$ cat src/rtl/bus_lsu.sv
// Data-side load/store unit: turns one CPU memory instruction into one bus
// transaction with lane steering, load extension, alignment and bus fault reporting.
module bus_lsu #(
   parameter int TIMEOUT_CYCLES = 256
) (
   input  logic        clk,
   input  logic        rstn,
   input  logic        lsu_req,
   input  logic        lsu_we,
   input  logic [1:0]  lsu_size,
   input  logic        lsu_unsigned,
   input  logic [31:0] lsu_addr,
   input  logic [31:0] lsu_wdata,
   output logic [31:0] lsu_rdata,
   output logic        lsu_stall,
   output logic        lsu_done,
   output logic [1:0]  lsu_fault,
   output logic [31:0] bus_addr,
   output logic [31:0] bus_wdata,
   output logic        bus_req,
   output logic        bus_we,
   output logic [3:0]  bus_be,
   input  logic [31:0] bus_rdata,
   input  logic        bus_ack,
   input  logic        bus_error
);

   // state | meaning
   // IDLE  | waiting for lsu_req; all outputs low
   // BUS   | bus_req high, waiting for ack / error / timeout
   // RESP  | lsu_done pulse with fault code and load data
   typedef enum logic [1:0] {
      IDLE = 2'd0,
      BUS  = 2'd1,
      RESP = 2'd2
   } state_t;

   localparam logic [1:0] SZ_BYTE = 2'b00;
   localparam logic [1:0] SZ_HALF = 2'b01;
   localparam logic [1:0] SZ_WORD = 2'b10;

   localparam logic [1:0] F_OK      = 2'd0;
   localparam logic [1:0] F_ALIGN   = 2'd1;
   localparam logic [1:0] F_BUSERR  = 2'd2;
   localparam logic [1:0] F_TIMEOUT = 2'd3;

   localparam logic [15:0] CNT_TC = 16'(TIMEOUT_CYCLES - 1);

   state_t      state;
   logic [15:0] cnt;
   logic [1:0]  off;
   logic [1:0]  size_q;
   logic        uns_q;

   logic        misaligned;
   logic [3:0]  be_c;
   logic [31:0] wdata_c;
   logic [31:0] shifted;
   logic [31:0] rdata_c;
   logic        bus_exit;

   always_comb begin
      misaligned = 1'b0;
      be_c       = 4'b1111;
      wdata_c    = lsu_wdata;
      unique case (lsu_size)
         SZ_BYTE: begin
            be_c    = 4'b0001 << lsu_addr[1:0];
            wdata_c = {4{lsu_wdata[7:0]}};
         end
         SZ_HALF: begin
            misaligned = lsu_addr[0];
            be_c       = 4'b0011 << lsu_addr[1:0];
            wdata_c    = {2{lsu_wdata[15:0]}};
         end
         SZ_WORD: misaligned = |lsu_addr[1:0];
         default: misaligned = 1'b1;
      endcase
   end

   // Word accesses are always aligned, so the shifted value equals bus_rdata there.
   always_comb begin
      shifted = bus_rdata >> {off, 3'b000};
      rdata_c = shifted;
      unique case (size_q)
         SZ_BYTE: rdata_c = {{24{~uns_q & shifted[7]}}, shifted[7:0]};
         SZ_HALF: rdata_c = {{16{~uns_q & shifted[15]}}, shifted[15:0]};
         default: rdata_c = shifted;
      endcase
   end

   assign bus_exit  = bus_error | bus_ack | (cnt == CNT_TC);
   assign lsu_stall = ((state == IDLE) & lsu_req) | (state == BUS);

   always_ff @(posedge clk or negedge rstn) begin
      if (!rstn) begin
         state     <= IDLE;
         cnt       <= 16'd0;
         off       <= 2'd0;
         size_q    <= 2'd0;
         uns_q     <= 1'b0;
         lsu_rdata <= 32'd0;
         lsu_done  <= 1'b0;
         lsu_fault <= F_OK;
         bus_addr  <= 32'd0;
         bus_wdata <= 32'd0;
         bus_req   <= 1'b0;
         bus_we    <= 1'b0;
         bus_be    <= 4'd0;
      end else begin
         unique case (state)
            IDLE: begin
               lsu_done  <= 1'b0;
               lsu_fault <= F_OK;
               lsu_rdata <= 32'd0;
               if (lsu_req) begin
                  if (misaligned) begin
                     lsu_done  <= 1'b1;
                     lsu_fault <= F_ALIGN;
                     state     <= RESP;
                  end else begin
                     bus_req   <= 1'b1;
                     bus_addr  <= {lsu_addr[31:2], 2'b00};
                     bus_we    <= lsu_we;
                     bus_be    <= be_c;
                     bus_wdata <= wdata_c;
                     off       <= lsu_addr[1:0];
                     size_q    <= lsu_size;
                     uns_q     <= lsu_unsigned;
                     cnt       <= 16'd0;
                     state     <= BUS;
                  end
               end
            end
            BUS: begin
               if (cnt != 16'hFFFF)
                  cnt <= cnt + 16'd1;
               if (bus_exit) begin
                  bus_req   <= 1'b0;
                  bus_addr  <= 32'd0;
                  bus_wdata <= 32'd0;
                  bus_we    <= 1'b0;
                  bus_be    <= 4'd0;
                  lsu_done  <= 1'b1;
                  state     <= RESP;
                  if (bus_error) begin
                     lsu_fault <= F_BUSERR;
                     lsu_rdata <= 32'd0;
                  end else if (bus_ack) begin
                     lsu_fault <= F_OK;
                     lsu_rdata <= bus_we ? 32'd0 : rdata_c;
                  end else begin
                     lsu_fault <= F_TIMEOUT;
                     lsu_rdata <= 32'd0;
                  end
               end
            end
            RESP: begin
               lsu_done  <= 1'b0;
               lsu_fault <= F_OK;
               lsu_rdata <= 32'd0;
               state     <= IDLE;
            end
            default: state <= IDLE;
         endcase
      end
   end

endmodule

$ cat config.mk
export PLATFORM = sky130hd
export DESIGN_NAME = bus_lsu
export DESIGN_NICKNAME = d
export VERILOG_FILES = /design/src/rtl/bus_lsu.sv
export SDC_FILE = /design/constraint.sdc
export NUM_CORES = 1
export LEC_CHECK = 0
export CAP_MARGIN = 30
export CORE_ASPECT_RATIO = 0.8
export CORE_MARGIN = 3
export CORE_UTILIZATION = 35
export CTS_BUF_LIST = sky130_fd_sc_hd__clkbuf_4
export DETAILED_ROUTE_END_ITERATION = 12
export PLACE_DENSITY = 0.71
export SLEW_MARGIN = 20
export SYNTH_ARGS = -nofsm -noshare
export SYNTH_HDL_FRONTEND = slang
export SYNTH_SLANG_ARGS = --single-unit
$ cat constraint.sdc
create_clock -name clk -period 2.6 [get_ports clk]
set_input_delay 0.39 -clock clk [delete_from_list [all_inputs] [get_ports clk]]
set_output_delay 0.39 -clock clk [all_outputs]
set_load 0.05 [all_outputs]
# ---- Word-level counts from Yosys, hierarchy flattened
# Cells that the tools add are included.
# Widths: inputs -> output; s select.
dict set report word_totals {
  inputBits 105
  ff_bits 128
  out_inout_bits 106
  elab_cells 95
}
dict set report op_classes {
  shift 3
  mux 45
  n_reduce_logical 14
  add_sub_neg 1
  bitwise 8
  eq_ne 11
}
# operator n
set op_table {}
lappend op_table {{$pmux 32 s2} 5}
lappend op_table {{$mux 32} 9}
lappend op_table {{$mux 16} 3}
lappend op_table {{$pmux 16 s2} 1}
lappend op_table {{$shr 32x5->32} 1}
lappend op_table {{$add 16x1->16 const B} 1}
lappend op_table {{$eq 16x8->1 const B} 1}
lappend op_table {{$ne 16x16->1 const B} 1}
lappend op_table {{$pmux 4 s2} 2}
lappend op_table {{$mux 2} 6}
lappend op_table {{$mux 4} 3}
lappend op_table {{$mux 1} 10}
lappend op_table {{$reduce_and 4->1} 2}
lappend op_table {{$eq 2x1->1 const B} 3}
lappend op_table {{$logic_not 2->1} 3}
lappend op_table {{$ne 2x2->1 const B} 3}
lappend op_table {{$pmux 1 s3} 2}
lappend op_table {{$pmux 2 s3} 1}
lappend op_table {{$reduce_and 2->1} 3}
lappend op_table {{$eq 2x2->1 const B} 2}
lappend op_table {{$pmux 1 s2} 2}
lappend op_table {{$pmux 2 s2} 1}
lappend op_table {{$reduce_bool 2->1} 2}
lappend op_table {{$reduce_or 2->1} 2}
lappend op_table {{other kinds (8)} 13}

# ---- Longest topological paths before layout
# Gate-level depths: netlist of the first run.
dict set report depth {
  word_depth 8
  depth_mapped 10
  depth_no_buf 7
}

# ---- Worst setup path before layout of the first run
# No wires, ideal clock.
dict set report synth_timing {
  path_kind {register to register}
  startpoint {register state[0]}
  endpoint {register lsu_rdata[16]}
  synth_period_minus_slack_ns 2.239
  stages_incl_launch_ff 9
  arrival_time_ns 2.144
  required_ns 2.504
  setup_slack_ns 0.361
  n_path_buf 3
  setup_time_ns 0.096
  cell_sequence {dfrtp_1 inv_1 ha_1 buf_2 or4_1 clkbuf_1 o21bai_1 clkbuf_1 o31ai_1}
}
dict set report synth_between {
  elab_chain_cells 4
  elab_cells_between_ends 8
  cone_classes {eq/ne: 3; mux: 1; reduce/logical: 4}
}
# item line_no
set synth_lines {}
lappend synth_lines {{start, declared} 49} ;# state_t state;
lappend synth_lines {{start signal, assigned} 97} ;# state <= IDLE;
lappend synth_lines {{start signal, assigned} 120} ;# state <= RESP;
lappend synth_lines {{start signal, assigned} 131} ;# state <= BUS;
lappend synth_lines {{$eq 2x2->1 or $logic_not 2->1 (tied branches)} 111} ;# unique case (state)
lappend synth_lines {{$reduce_or 2->1 (no line)} -}
lappend synth_lines {{$reduce_bool 2->1 (no line)} -}
lappend synth_lines {{$reduce_and 2->1 (no line)} -}
lappend synth_lines {{end signal, assigned} 151} ;# lsu_rdata <= bus_we ? 32'd0 : rdata_c;
lappend synth_lines {{end, declared} 14} ;# output logic [31:0] lsu_rdata,
# Several ways; a longest one is shown, not always the timed one.
# A chain may end at the register's enable or synchronous reset.

# ---- Worst setup path after layout of the first run
dict set report layout_timing {
  startpoint {register cnt[12]}
  endpoint {register lsu_rdata[0]}
}
dict set report layout_between {
  elab_chain_cells 4
}
# item line_no
set layout_lines {}
lappend layout_lines {{start, declared} 50} ;# logic [15:0] cnt;
lappend layout_lines {{start signal, assigned} 137} ;# cnt <= cnt + 16'd1;
lappend layout_lines {{$eq 16x8->1} 92} ;# assign bus_exit = bus_error | bus_ack | (cnt == CNT_TC);
lappend layout_lines {{$or 1x1->1} 92}
lappend layout_lines {{$ne 2x2->1 (no line)} -}
lappend layout_lines {{$reduce_and 2->1 (no line)} -}
# No other way between the ends.

==> Flow_metrics.wiki, run 1 <==
{| class="wikitable"
! Metric !! Value
|-
| Run status || complete, no violations
|-
| Total negative slack || 0 ps
|-
| Initial Utilization || 36.4%
|-
| Startpoint-to-endpoint class of the critical path || reg -> reg
|-
| Synthesized netlist cell count || 560
|-
| Share of final-layout standard cells stronger than drive strength 1 || 9.95%
|-
| Via count || 5383
|-
| Total power draw || 10.5 mW
|-
| Total met2 wirelength after detailed routing || 8.47 mm
|-
| Crit. End Element || flop
|-
| Hold Path Class || in -> async
|-
| Total overflow reported by the global router || 0
|-
| Number of buffers added on ports || 208
|-
| Max Clock Freq || 409 MHz
|-
| Metal3 WL || 1.43 mm
|-
| Synth Warn # || 0
|-
| Total Routing Usage GR || 19.1%
|-
| P per Cell Area || 1180 nW/um^2
|-
| Startpoint type of the worst setup path || flop
|-
| Placement row count || 42
|-
| Final cell count without fillers || 994
|-
| Post-CTS setup buffers || 0
|-
| Transition time at the pin with the least slew margin || 675 ps
|-
| H-Tree Depth || 4
|-
| Top_reg_cell synth || sky130_fd_sc_hd__dfrtp_1
|-
| Pin count of the biggest net entering global routing || 69
|-
| Clock sink total || 126
|-
| Placer congestion estimate || 0.886
|-
| Detailed Route WL || 18.7 mm
|-
| Required time worst endpoint || 3070 ps
|-
| Max-cap violation count || 0
|-
| EDFF count, synth || 0
|-
| Detailed-placement wirelength estimate || 13.3 mm
|-
| Count of unique library cells instantiated by Yosys || 49
|-
| Number of CTS-inserted buffers || 17
|-
| Arrival time of data at the critical path endpoint || 2920 ps
|-
| FF+latch count, synth || 126
|-
| Max Root-Sink Buffers || 2
|-
| Number of violations reported at the end of detailed-routing iteration 0 || 332
|-
| Number of antenna cells inserted || 0
|-
| Highest fanout seen on the critical path || 64
|-
| Final hold violation count || 0
|-
| Relative slew slack || 54.8%
|-
| Per-cell routed wire length || 18.8 um
|-
| Number of setup violations in the final report || 0
|-
| Peak supply drop || 0.000722 V
|-
| Vias/cell || 5.42
|-
| Mapped cell area || 6140 sq um
|-
| Top layer reached by signal wires || met4
|-
| Synthesis-to-layout area growth || 44.4%
|-
| Minimum clock period after layout || 2450 ps
|-
| Area of all placed cells without fillers || 8870 sq um
|-
| Clock-pin slew of the registers on the worst-case setup and hold paths || 110 ps
|-
| Count of nets after finishing || 873
|-
| Clock tree skew after final layout || 16.0 ps
|-
| Horizontal die dimension || 154 um
|-
| Core box area || 16900 sq um
|-
| Number of max-slew violations in the final report || 0
|-
| Vertical extent of the die || 125 um
|-
| Clk root buf || sky130_fd_sc_hd__clkbuf_4
|-
| TritonCTS clock tree || yes
|-
| Area of the die || 19200 sq um
|-
| Average cell area after synthesis || 11.0 sq um
|-
| Insertion delay of the later-clocked pin in the worst-skew pair || 540 ps
|-
| Wl on met1 || 8.47 mm
|-
| Setup repair after global routing missed its margin || false
|-
| Initial antenna violation count || 0
|-
| Detailed-router iteration count before antenna repair || 5
|-
| Pleak || 3.87 nW
|-
| FFs w/ async S/R, synth || 100%
|-
| Routed Antenna Nets || 0
|-
| Cells after DPL || 962
|-
| Period Utilization, post-route || 94.1%
|-
| Fillcell total || 1446
|-
| Min Hold Slack || 462 ps
|-
| DRC Markers || 0
|-
| Wire length of the first global-routing pass || 29.6 mm
|-
| Vias in the first global route || 5517
|-
| Placed cell areas || 8540 sq um
|-
| Io pins || 211
|-
| Sequential share of the synthesized area || 51.3%
|}
[per-layer routing]
layer | vias to the layer above | GRT usage, %
met5 | - | 0
met3 | 31 | 5.97
met2 | 229 | 29.5
met1 | 2619 | 25.9
li1 | 2504 | -
met4 | 0 | 5.56
[repair_timing]
action / 4_1_cts / 5_1_grt
setup endpoints to repair: 0 / 30
hold buffers: 1 / 0
gates resized for setup: 0 / 2
hold endpoints to repair: 44 / 0
[synth_stat cells (2+ instances only)]
cell type,instances,share of area [%]
sky130_fd_sc_hd__a2111oi_0,10,1.4
sky130_fd_sc_hd__buf_4,3,0.37
sky130_fd_sc_hd__a21o_1,11,1.3
sky130_fd_sc_hd__o21ai_0,14,1.1
sky130_fd_sc_hd__or4_1,8,0.98
sky130_fd_sc_hd__o21a_1,10,1.2
sky130_fd_sc_hd__and3_1,7,0.71
sky130_fd_sc_hd__o2bb2ai_1,19,2.7
sky130_fd_sc_hd__or2_2,2,0.20
sky130_fd_sc_hd__buf_6,2,0.37
sky130_fd_sc_hd__o211ai_1,2,0.24
sky130_fd_sc_hd__o21bai_1,2,0.24
sky130_fd_sc_hd__nor2b_1,9,0.92
sky130_fd_sc_hd__nand3_1,8,0.65
sky130_fd_sc_hd__xnor2_1,5,0.71
sky130_fd_sc_hd__a211oi_1,16,2.0
sky130_fd_sc_hd__nand2b_1,5,0.51
sky130_fd_sc_hd__mux2i_1,42,6.8
sky130_fd_sc_hd__a21boi_0,8,0.98
sky130_fd_sc_hd__a21oi_1,8,0.65
sky130_fd_sc_hd__buf_2,4,0.33
sky130_fd_sc_hd__clkbuf_1,35,2.1
sky130_fd_sc_hd__dfrtp_1,126,51
sky130_fd_sc_hd__nor2_1,21,1.3
sky130_fd_sc_hd__nand4_1,3,0.31
sky130_fd_sc_hd__inv_1,4,0.24
sky130_fd_sc_hd__a22o_1,52,7.4
sky130_fd_sc_hd__nor3_1,2,0.16
sky130_fd_sc_hd__buf_1,7,0.43
sky130_fd_sc_hd__o31ai_1,29,3.5
sky130_fd_sc_hd__mux2_2,11,2.0
sky130_fd_sc_hd__ha_1,5,1.0
sky130_fd_sc_hd__nand2_1,54,3.3
[report_power, final]
part / switching [mW] / total [mW] / internal [mW]
sequential: 0.473 / 3.08 / 2.60
clock: 0.738 / 1.49 / 0.757
combinational: 3.79 / 5.93 / 2.14
[sequential cells by signal (all words and copies together), names as in the netlist, 2 cells and up]
name	flops
bus_wdata	32
off	2
size_q	2
lsu_fault	2
bus_addr	30
lsu_rdata	32
state	2
bus_be	4
cnt	16
[path summary, 6_finish.rpt]
| kind | startpoint | endpoint | slack (ps) | depth (start not counted) |
|---|---|---|---|---|
| setup / recovery | cnt[12] | lsu_rdata[0] | 150 | 6 |
| hold / removal | rstn | bus_addr[3] | 460 | 2 |
| setup reg to reg | cnt[12] | lsu_rdata[0] | 150 | 6 |
| hold reg to reg | lsu_rdata[0] | lsu_rdata[0] | 490 | 1 |
| max in group asynchronous | rstn | bus_addr[17] | 1460 | 3 |
| min in group clk | lsu_we | bus_we | 460 | 2 |
[cell families (layout without fill, tap and decap cells)]
group	count (synthesis)	after routing	share of synthesized area, %
compound gates	184	184	23.3
simple gates	130	130	10.7
flops	126	126	51.3
buf+inv	55	268	3.87
mux	53	53	8.86
xor+xnor	6	6	0.855
fa+ha+maj	5	5	1.02
other cells	1	2	0.0610
[worst max-delay path, stage by stage (launching register included)]
cell and delay [ps]:
sky130_fd_sc_hd__dfrtp_1 470, sky130_fd_sc_hd__or4_4 580, sky130_fd_sc_hd__nor4_4 320, sky130_fd_sc_hd__o32ai_4 150, sky130_fd_sc_hd__buf_12 210, sky130_fd_sc_hd__a2111oi_1 500, sky130_fd_sc_hd__a21o_1 140
[layout make-up]
class,count,area (sq um),share of cell area [%]
tap,220,275,3.10
clock inverter,12,170,1.92
timing repair buffer,234,2340,26.4
multi-input combinational,380,2780,31.4
sequential,126,3150,35.6
inverter,4,15.0,0.169
clock buffer,18,135,1.52
[per-stage QoR]
step	utilization [%]	setup WS [ps]
finish	52.6	152
CTS	52.5	48.0
global placement	50.6	-9.83
detailed placement	50.6	79.9
global route	52.6	48.8
floorplan	-	361
[layout by cell type (no fill, tap or decap), drive strengths merged, types with 8 or more instances in the layout]
cell,count
mux2i,42
a22o,52
dfrtp,126
buf,27
nor2,22
a2111oi,10
a21boi,8
nand3,8
mux2,11
a21oi,8
o2bb2ai,19
o21a,10
nand2,54
o31ai,29
nor2b,9
clkdlybuf4s50,206
clkbuf,18
a211oi,16
or4,9
a21o,11
o21ai,14
(Power assumes the default switching activity.)
==> run 2, diff against run 1 <==
--- a/config.mk
+++ b/config.mk
@@ -6,13 +6,11 @@
 export NUM_CORES = 1
 export LEC_CHECK = 0
 export CAP_MARGIN = 30
-export CORE_ASPECT_RATIO = 0.8
 export CORE_MARGIN = 3
 export CORE_UTILIZATION = 35
 export CTS_BUF_LIST = sky130_fd_sc_hd__clkbuf_4
 export DETAILED_ROUTE_END_ITERATION = 12
 export PLACE_DENSITY = 0.71
-export SLEW_MARGIN = 20
 export SYNTH_ARGS = -nofsm -noshare
 export SYNTH_HDL_FRONTEND = slang
 export SYNTH_SLANG_ARGS = --single-unit
==> run 2 against run 1 <==
  * Sequential power is essentially flat
  * Clock skew shrank 1.8 ps
  * Clock-buffer cell count grew 1
  * Cell area shrank 0.13%
  * Utilization shrank 0.094 points
  * Sequential share of layout area is essentially flat
  * Worst setup slack gained 18 ps
  * Largest cell class unchanged
  * Highest routed layer unchanged
==> Flow_metrics.wiki, run 2 (same netlist as run 1, synthesis figures left out) <==
{| class="wikitable"
! Metric !! Value
|-
| Run status || complete, no violations
|-
| Pin count of the biggest net entering global routing || 69
|-
| Clock-pin slew of the registers on the worst-case setup and hold paths || 110 ps
|-
| Vertical extent of the die || 138 um
|-
| Core box area || 16900 sq um
|-
| Max Clock Freq || 412 MHz
|-
| Clk root buf || sky130_fd_sc_hd__clkbuf_4
|-
| Pleak || 3.86 nW
|-
| Final hold violation count || 0
|-
| Vias in the first global route || 5623
|-
| Max-cap violation count || 0
|-
| Max Root-Sink Buffers || 2
|-
| Clock network fraction of total power || 12.6%
|-
| P per Cell Area || 1170 nW/um^2
|-
| Cells after DPL || 964
|-
| Insertion delay of the later-clocked pin in the worst-skew pair || 530 ps
|-
| Count of nets after finishing || 875
|-
| Total Routing Usage GR || 19.7%
|-
| Arrival time of data at the critical path endpoint || 2850 ps
|-
| Final cell count without fillers || 999
|-
| Minimum clock period after layout || 2430 ps
|-
| Number of buffers added on ports || 208
|-
| Post-CTS setup buffers || 0
|-
| Routed Antenna Nets || 0
|-
| Total overflow reported by the global router || 0
|-
| Share of final-layout standard cells stronger than drive strength 1 || 10.4%
|-
| Via count || 5423
|-
| Period Utilization, post-route || 93.5%
|-
| Fillcell total || 1463
|-
| Internal portion of total power || 5.36 mW
|-
| Horizontal die dimension || 138 um
|-
| Initial antenna violation count || 1
|-
| H-Tree Depth || 4
|-
| Placement row count || 47
|-
| Per-cell routed wire length || 18.7 um
|-
| Startpoint type of the worst setup path || flop
|-
| Io pins || 211
|-
| Most used cells in the layout excluding fill and tap cells || 206 x sky130_fd_sc_hd__clkdlybuf4s50_1, 126 x sky130_fd_sc_hd__dfrtp_1, 54 x sky130_fd_sc_hd__nand2_1
|-
| Logic pwr share || 57.6%
|-
| Clock tree skew after final layout || 14.2 ps
|-
| Crit. End Element || flop
|-
| Synthesis-to-layout area growth || 44.2%
|-
| Relative slew slack || 61.6%
|-
| Highest fanout seen on the critical path || 68
|-
| Setup repair after global routing missed its margin || false
|-
| Transition time at the pin with the least slew margin || 574 ps
|-
| Number of setup violations in the final report || 0
|-
| Initial Utilization || 36.4%
|-
| DRC Markers || 0
|-
| TritonCTS clock tree || yes
|-
| Number of max-slew violations in the final report || 0
|-
| Reg power frac || 29.9%
|-
| Hold Path Class || in -> async
|-
| Number of CTS-inserted buffers || 17
|-
| Area of the die || 19200 sq um
|-
| Peak supply drop || 0.000804 V
|-
| Number of violations reported at the end of detailed-routing iteration 0 || 217
|-
| Leading cell type in the layout, fill and taps excluded || sky130_fd_sc_hd__clkdlybuf4s50_1
|-
| Vias/cell || 5.43
|-
| Net switching power of the design || 5.02 mW
|-
| Startpoint-to-endpoint class of the critical path || reg -> reg
|-
| Min Hold Slack || 324 ps
|-
| Required time worst endpoint || 3020 ps
|-
| Detailed Route WL || 18.7 mm
|-
| Wire length of the first global-routing pass || 30.6 mm
|-
| Switching portion of total power || 48.4%
|-
| Detailed-router iteration count before antenna repair || 5
|-
| Placer congestion estimate || 0.886
|-
| Final Core Density || 52.5%
|-
| Clock sink total || 126
|-
| Registers with the highest flip-flop counts || bus_wdata (32), lsu_rdata (32), bus_addr (30)
|-
| Detailed-placement wirelength estimate || 13.6 mm
|}
==> run 2: routing by layer <==
metal	part of all wire (%)	track usage [%]	vias to the layer above
li1	-	-	2515
met1	42	25.3	2638
met2	48	31.2	240
met3	8.6	6.28	30
met4	2.0	7.33	0
met5	0	0	-
==> run 2: path summary, 6_finish.rpt <==
check | slack, ps | cells after the start | to | start
worst min register to register | 490 | 1 | lsu_rdata[2] | lsu_rdata[2]
worst min-delay path | 320 | 2 | state[0] | rstn
min in group clk | 460 | 2 | bus_addr[20] | lsu_addr[20]
max in group asynchronous | 1570 | 3 | bus_addr[26] | rstn
worst max register to register | 170 | 6 | bus_wdata[24] | cnt[12]
worst max-delay path | 170 | 6 | bus_wdata[24] | cnt[12]
==> run 2: power by group through the flow <==
stage	Clock, mW	Combinational (mW)	Sequential (mW)
3_5_place_dp	0	5.92	3.11
6_report	1.31	5.97	3.10
2_1_floorplan	0	1.87	5.05
3_3_place_gp	0	5.81	3.10
4_1_cts	1.37	5.92	3.10
5_1_grt	1.44	6.29	3.18
==> run 2: repair_timing <==
item                                    CTS  global route
hold endpoints to repair                 31             0
hold buffers                              1             0
endpoints found under the setup margin    2             4
cloned                                    0             0
resized for setup                         3             4
==> run 2: cell type report <==
type / instances / area, sq um / area share, %
timing repair buffer: 236 / 2350 / 26.5
clock buffer: 19 / 143 / 1.61
multi-input combinational: 380 / 2790 / 31.5
clock inverter: 13 / 124 / 1.40
inverter: 4 / 15.0 / 0.170
sequential: 126 / 3150 / 35.6
tap: 220 / 275 / 3.11
antenna: 1 / 2.50 / 0.0283
==> run 2: through the flow <==
stage	worst slack (ps)	instance area, sq um	power (mW)	TNS, ps
after global placement	95.2	8530	8.92	0
after global routing	3.01	8860	10.9	0
after floorplan	361	6150	6.92	0
after CTS	7.73	8810	10.4	0
after detailed placement	-61.9	8530	9.02	-61.9
final	170	8860	10.4	0
==> run 2: critical path, cell delays in order, from the launching register on <==
cell	delay [ps]
sky130_fd_sc_hd__dfrtp_1	460
sky130_fd_sc_hd__or4_4	570
sky130_fd_sc_hd__nor4_4	330
sky130_fd_sc_hd__nor2_2	130
sky130_fd_sc_hd__or2_2	320
sky130_fd_sc_hd__buf_12	200
sky130_fd_sc_hd__a22o_1	270
==> RTL edit 1 (flow settings as in run 2) <==
Remove the case item `SZ_BYTE` of the case on `lsu_size`.
--- a/src/rtl/bus_lsu.sv
+++ b/src/rtl/bus_lsu.sv
@@ -64,10 +64,6 @@
       be_c       = 4'b1111;
       wdata_c    = lsu_wdata;
       unique case (lsu_size)
-         SZ_BYTE: begin
-            be_c    = 4'b0001 << lsu_addr[1:0];
-            wdata_c = {4{lsu_wdata[7:0]}};
-         end
          SZ_HALF: begin
             misaligned = lsu_addr[0];
             be_c       = 4'b0011 << lsu_addr[1:0];
Behaviour: not the same (Yosys sat finds a counterexample within 4 cycles, from zero or initial values and one cycle with rstn low).
==> RTL edit 1 against run 2 <==
- critical path depth shrank 1
- sequential cell count unchanged
- combinational power fell by 9.7%
- non-clock buffer count rose by 2
- count of clock-buffer cells in the layout shrank 1
- routed wire length shrank 4.1%
- power shrank 6.5%
- setup slack lost 0.082 ns
- area after synthesis is 3.8% lower
- final area down 2.2%
- final cell count is 2.8% lower
- die area is 3.6% lower
==> RTL edit 1: results (changes against run 2) <==
- Status: complete, no violations (unchanged)
- Worst path arrival time: 2.97 ns (was 2.85 ns)
- DR vias/cell: 5.31 (was 5.43)
- N_diodes: 0 (was 1)
- Post-synthesis mux area share: 0.0768 (was 0.0886)
- Port Buf Inserts: 208 (unchanged)
- Share of cells above drive strength 1: 0.106 (was 0.104)
- GR Util met1: 0.244 (was 0.253)
- Via count: 5157 (was 5423)
- Post-DP HPWL: 13100 um (was 13600 um)
- Top Registers: bus_wdata: 32 flops, lsu_rdata: 32 flops, bus_addr: 30 flops (unchanged)
- Leakage power total: 3.82 nW (was 3.86 nW)
- Synth Area in Compound Gates: 0.226 (was 0.233)
- Synth Area in XOR/XNOR: 0.00741 (was 0.00855)
- CTS clk-pin slew, worst paths: 0.10 ns
- Number of fill cells: 1403 (was 1463)
- Cell variety after synth: 47 (was 49)
- Clock skew: 0.0145 ns (was 0.0142 ns)
- Gpl congestion: 0.860 (was 0.886)
- GRT met2 Usage: 0.312 (about the same)
- WL final: 17900 um (was 18700 um)
- First-pass GRT wire length: 28100 um (was 30600 um)
- Vias in the first global route: 5356 (was 5623)
- Mean area per synthesized cell: 11.2 sq um (was 11.0 sq um)
- HP Class: primary input to asynchronous set/reset pin (unchanged)
- CP max-delay cell: a2111oi_0 (was or4_4)
- Worst Max-Slew Pin Slew: 0.794 ns (was 0.574 ns)
- Clk buf depth: 2 (unchanged)
- CP max FO: 8 (was 68)
- Clock Latency Late Sink: 0.53 ns (about the same)
- Initial antenna violation count: 0 (was 1)
- Main combinational cell family by area after synthesis: compound AO/OA/AOI/OAI gates (unchanged)
- Clk root buf: clkbuf_4 (unchanged)
- Maximum ir drop on the vdd rail: 0.823 mV (was 0.804 mV)
- Placed Instances: 939 (was 964)
- Number of detailed-route iterations in the first pass: 4 (was 5)
- Post-synth top cells: dfrtp_1, a22o_1, nand2_1 (was dfrtp_1, nand2_1, a22o_1)
- Pin count of the biggest net entering global routing: 65 (was 69)
- Synth top area cells: dfrtp_1, a22o_1, mux2i_1 (unchanged)
- GRT Util Overall: 0.194 (was 0.197)
- Ys async rst share: 1.00 (unchanged)
- Post-Place Cell Area: 8380 sq um (was 8530 sq um)
- Final #Nets: 856 (was 875)
- CTS Buf Count: 17 (unchanged)
- H-tree depth: 4 (unchanged)
- First DRT Iteration DRCs: 272 (was 217)
- Predominant post-synthesis flop cell: dfrtp_1 (unchanged)
- CP delay by family, top: compound AO/OA/AOI/OAI gates (was simple AND/OR/NAND/NOR gates)
- Met3 Use GR: 0.0762 (was 0.0628)
- Adder-cell share of the synthesized area: 0.0169 (was 0.0102)
- Max incr delay on CP: 0.69 ns (was 0.57 ns)
- Pre-CTS WS: -0.0401 ns (was -0.0619 ns)
- Synthesis Warnings: 0 (unchanged)
- Register area share after synthesis: 0.533 (was 0.513)
RTL edit 1: path summary, 6_finish.rpt:
path	from	end	slack (ns)	cells after the start
max in group asynchronous	rstn	bus_wdata[31]	1.46	3
min in group clk	lsu_addr[23]	bus_addr[23]	0.46	2
setup / recovery	cnt[13]	lsu_rdata[2]	0.09	5
setup reg to reg	cnt[13]	lsu_rdata[2]	0.09	5
hold reg to reg	lsu_rdata[11]	lsu_rdata[11]	0.49	2
hold / removal	rstn	lsu_rdata[3]	0.39	2
RTL edit 1: power by group:
| part | total, mW | internal (mW) | leakage (nW) | switching, mW |
|---|---|---|---|---|
| sequential | 3.04 | 2.56 | 1.66 | 0.477 |
| combinational | 5.39 | 1.97 | 2.01 | 3.42 |
| clock | 1.28 | 0.563 | 0.144 | 0.715 |
RTL edit 1: area by class of cell:
cell class / count / area [sq um] / area share
multi-input cells: 348 / 2570 / 0.296
repair buffers: 238 / 2370 / 0.273
inverters: 12 / 45.0 / 0.00520
flip-flops and latches: 126 / 3150 / 0.364
clock inverters: 13 / 125 / 0.0144
well taps: 216 / 270 / 0.0312
clock buffers: 18 / 135 / 0.0156
RTL edit 1: repair_timing:
| item | in CTS | in global routing |
|---|---|---|
| pin swaps | 0 | 1 |
| gates resized for setup | 1 | 2 |
| hold buffers | 1 | 0 |
| hold endpoints to repair | 38 | 0 |
| setup buffers | 0 | 0 |
| endpoints found under the setup margin | 1 | 24 |
RTL edit 1: worst register-to-register path, cell delays in order (launching register included):
cell and delay (ns):
dfrtp_1 0.43, or4_1 0.58, nor4_4 0.41, o32ai_4 0.21, a2111oi_0 0.69, a21o_1 0.14
RTL edit 1: metal layers:
layer	wire [um]	vias up
li1	-	2384
met1	7820	2544
met2	8250	214
met3	1700	15
met4	180	0
met5	0	-
==> RTL edit 2 (config.mk and constraints of run 2) <==
Made on the original files. The parameter `TIMEOUT_CYCLES` goes from 256 to 192.
--- a/src/rtl/bus_lsu.sv
+++ b/src/rtl/bus_lsu.sv
@@ -1,7 +1,7 @@
 // Data-side load/store unit: turns one CPU memory instruction into one bus
 // transaction with lane steering, load extension, alignment and bus fault reporting.
 module bus_lsu #(
-   parameter int TIMEOUT_CYCLES = 256
+   parameter int TIMEOUT_CYCLES = 192
 ) (
    input  logic        clk,
    input  logic        rstn,
Function: same outputs for any inputs over 4 cycles, from zero or initial values and one cycle with rstn low; that may be too few to reach the edited logic, so the function may still have changed.
==> RTL edit 2 against run 2 <==
- register-to-register slack better by 0.16 ns
- final area is essentially flat
- routed wire length is 0.73% lower
- power down 2.4%
- first-iteration DRC count increased by 41%
- critical endpoint is now lsu_stall
- sequential cell count stayed put
- critical path depth down 1
- setup slack improved by 0.017 ns
- fmax up 0.71%
- combinational power down 6.7%
- area after synthesis fell by 0.39%
==> RTL edit 2: results (changes against run 2) <==
- Synth top area cells: dfrtp_1, mux2i_1, a22o_1 (was dfrtp_1, a22o_1, mux2i_1)
- Share of cells above drive strength 1: 0.104 (about the same)
- DR vias/cell: 5.32 (was 5.43)
- Adder-cell share of the synthesized area: 0.0102 (about the same)
- Mean area per synthesized cell: 10.5 sq um (was 11.0 sq um)
- Worst-case reg-to-reg path depth: 9 (was 6)
- Wire length on met1: 7770 um (was 7820 um)
- Clock skew: 0.0181 ns (was 0.0142 ns)
- Slew HR: 0.422 (was 0.616)
- Final #Nets: 893 (was 875)
- Clock Latency Late Sink: 0.55 ns (was 0.53 ns)
- GR Util met1: 0.241 (was 0.253)
- CP max-delay cell: dfrtp_1 (was or4_4)
- Post-DP HPWL: 13600 um (about the same)
- Cell variety after synth: 54 (was 49)
- Max incr delay on CP: 0.43 ns (was 0.57 ns)
- GRT met2 Usage: 0.315 (was 0.312)
- Critical R2R Capture: cnt[2] (was bus_wdata[24])
- Worst path arrival time: 2.02 ns (was 2.85 ns)
- Post-synthesis mux area share: 0.107 (was 0.0886)
- DR WL met3: 1630 um (was 1620 um)
- CP delay by family, top: buffers and inverters (was simple AND/OR/NAND/NOR gates)
- GRT Util Overall: 0.193 (was 0.197)
- Met2 WL: 8950 um (was 8910 um)
- Register area share after synthesis: 0.515 (was 0.513)
- CP max FO: 27 (was 68)
- Leakage power total: 3.86 nW (about the same)
- Placed Instances: 983 (was 964)
- DR WL/cell: 18.3 um (was 18.7 um)
- Net Sw Frac: 0.474 (was 0.484)
- Vias in the first global route: 5578 (was 5623)
- Status: complete, no violations (unchanged)
- Post-synth top cells: dfrtp_1, nand2_1, mux2i_1 (was dfrtp_1, nand2_1, a22o_1)
- First DRT Iteration DRCs: 305 (was 217)
- Met3 Use GR: 0.0749 (was 0.0628)
- Synth Area in XOR/XNOR: 0.00286 (was 0.00855)
-- RTL edit 2: cell types whose count changed in the layout (fill, tap and decap cells not counted), moves of 8 or more --
cell	before	now
a211oi_1	16	0
a21boi_0	8	0
a21oi_1	8	25
a221o_1	0	16
a22o_1	52	44
nand2_1	54	80
o21a_1	10	0
o21ai_0	14	43
o2bb2ai_1	19	0
o31ai_1	29	18
-- RTL edit 2: what timing repair did --
item	4_1_cts	5_1_grt
resized for setup	1	1
endpoints found under the hold margin	15	0
hold buffers	1	0
setup endpoints to repair	1	1
-- RTL edit 2: stage by stage --
| step | area [sq um] | hold slack (ns) | util |
|---|---|---|---|
| floorplan | 6120 | 0.0944 | - |
| global route | 8850 | 0.292 | 0.526 |
| finish | 8850 | 0.273 | 0.526 |
| CTS | 8850 | 0.257 | 0.526 |
| detailed placement | 8510 | 0.271 | 0.506 |
| global placement | 8510 | 0.267 | 0.506 |
-- RTL edit 2: area by class of cell --
cell class	count	area, sq um	share of cell area
clock inverter	14	190	0.0215
tap	220	275	0.0311
antenna	1	2.50	0.000283
sequential	126	3150	0.356
timing repair buffer	232	2330	0.263
clock buffer	18	135	0.0153
inverter	4	15.0	0.00170
multi-input combinational	402	2760	0.311
-- RTL edit 2: worst max-delay path by stage --
stage / startpoint / endpoint / depth (start not counted)
4_1_cts: state[1] / lsu_stall / 5
6_report: state[1] / lsu_stall / 5
3_3_place_gp: lsu_addr[0] / cnt[4] / 6
2_1_floorplan: state[0] / lsu_rdata[24] / 9
3_5_place_dp: lsu_size[0] / cnt[5] / 6
5_1_grt: state[1] / lsu_stall / 5
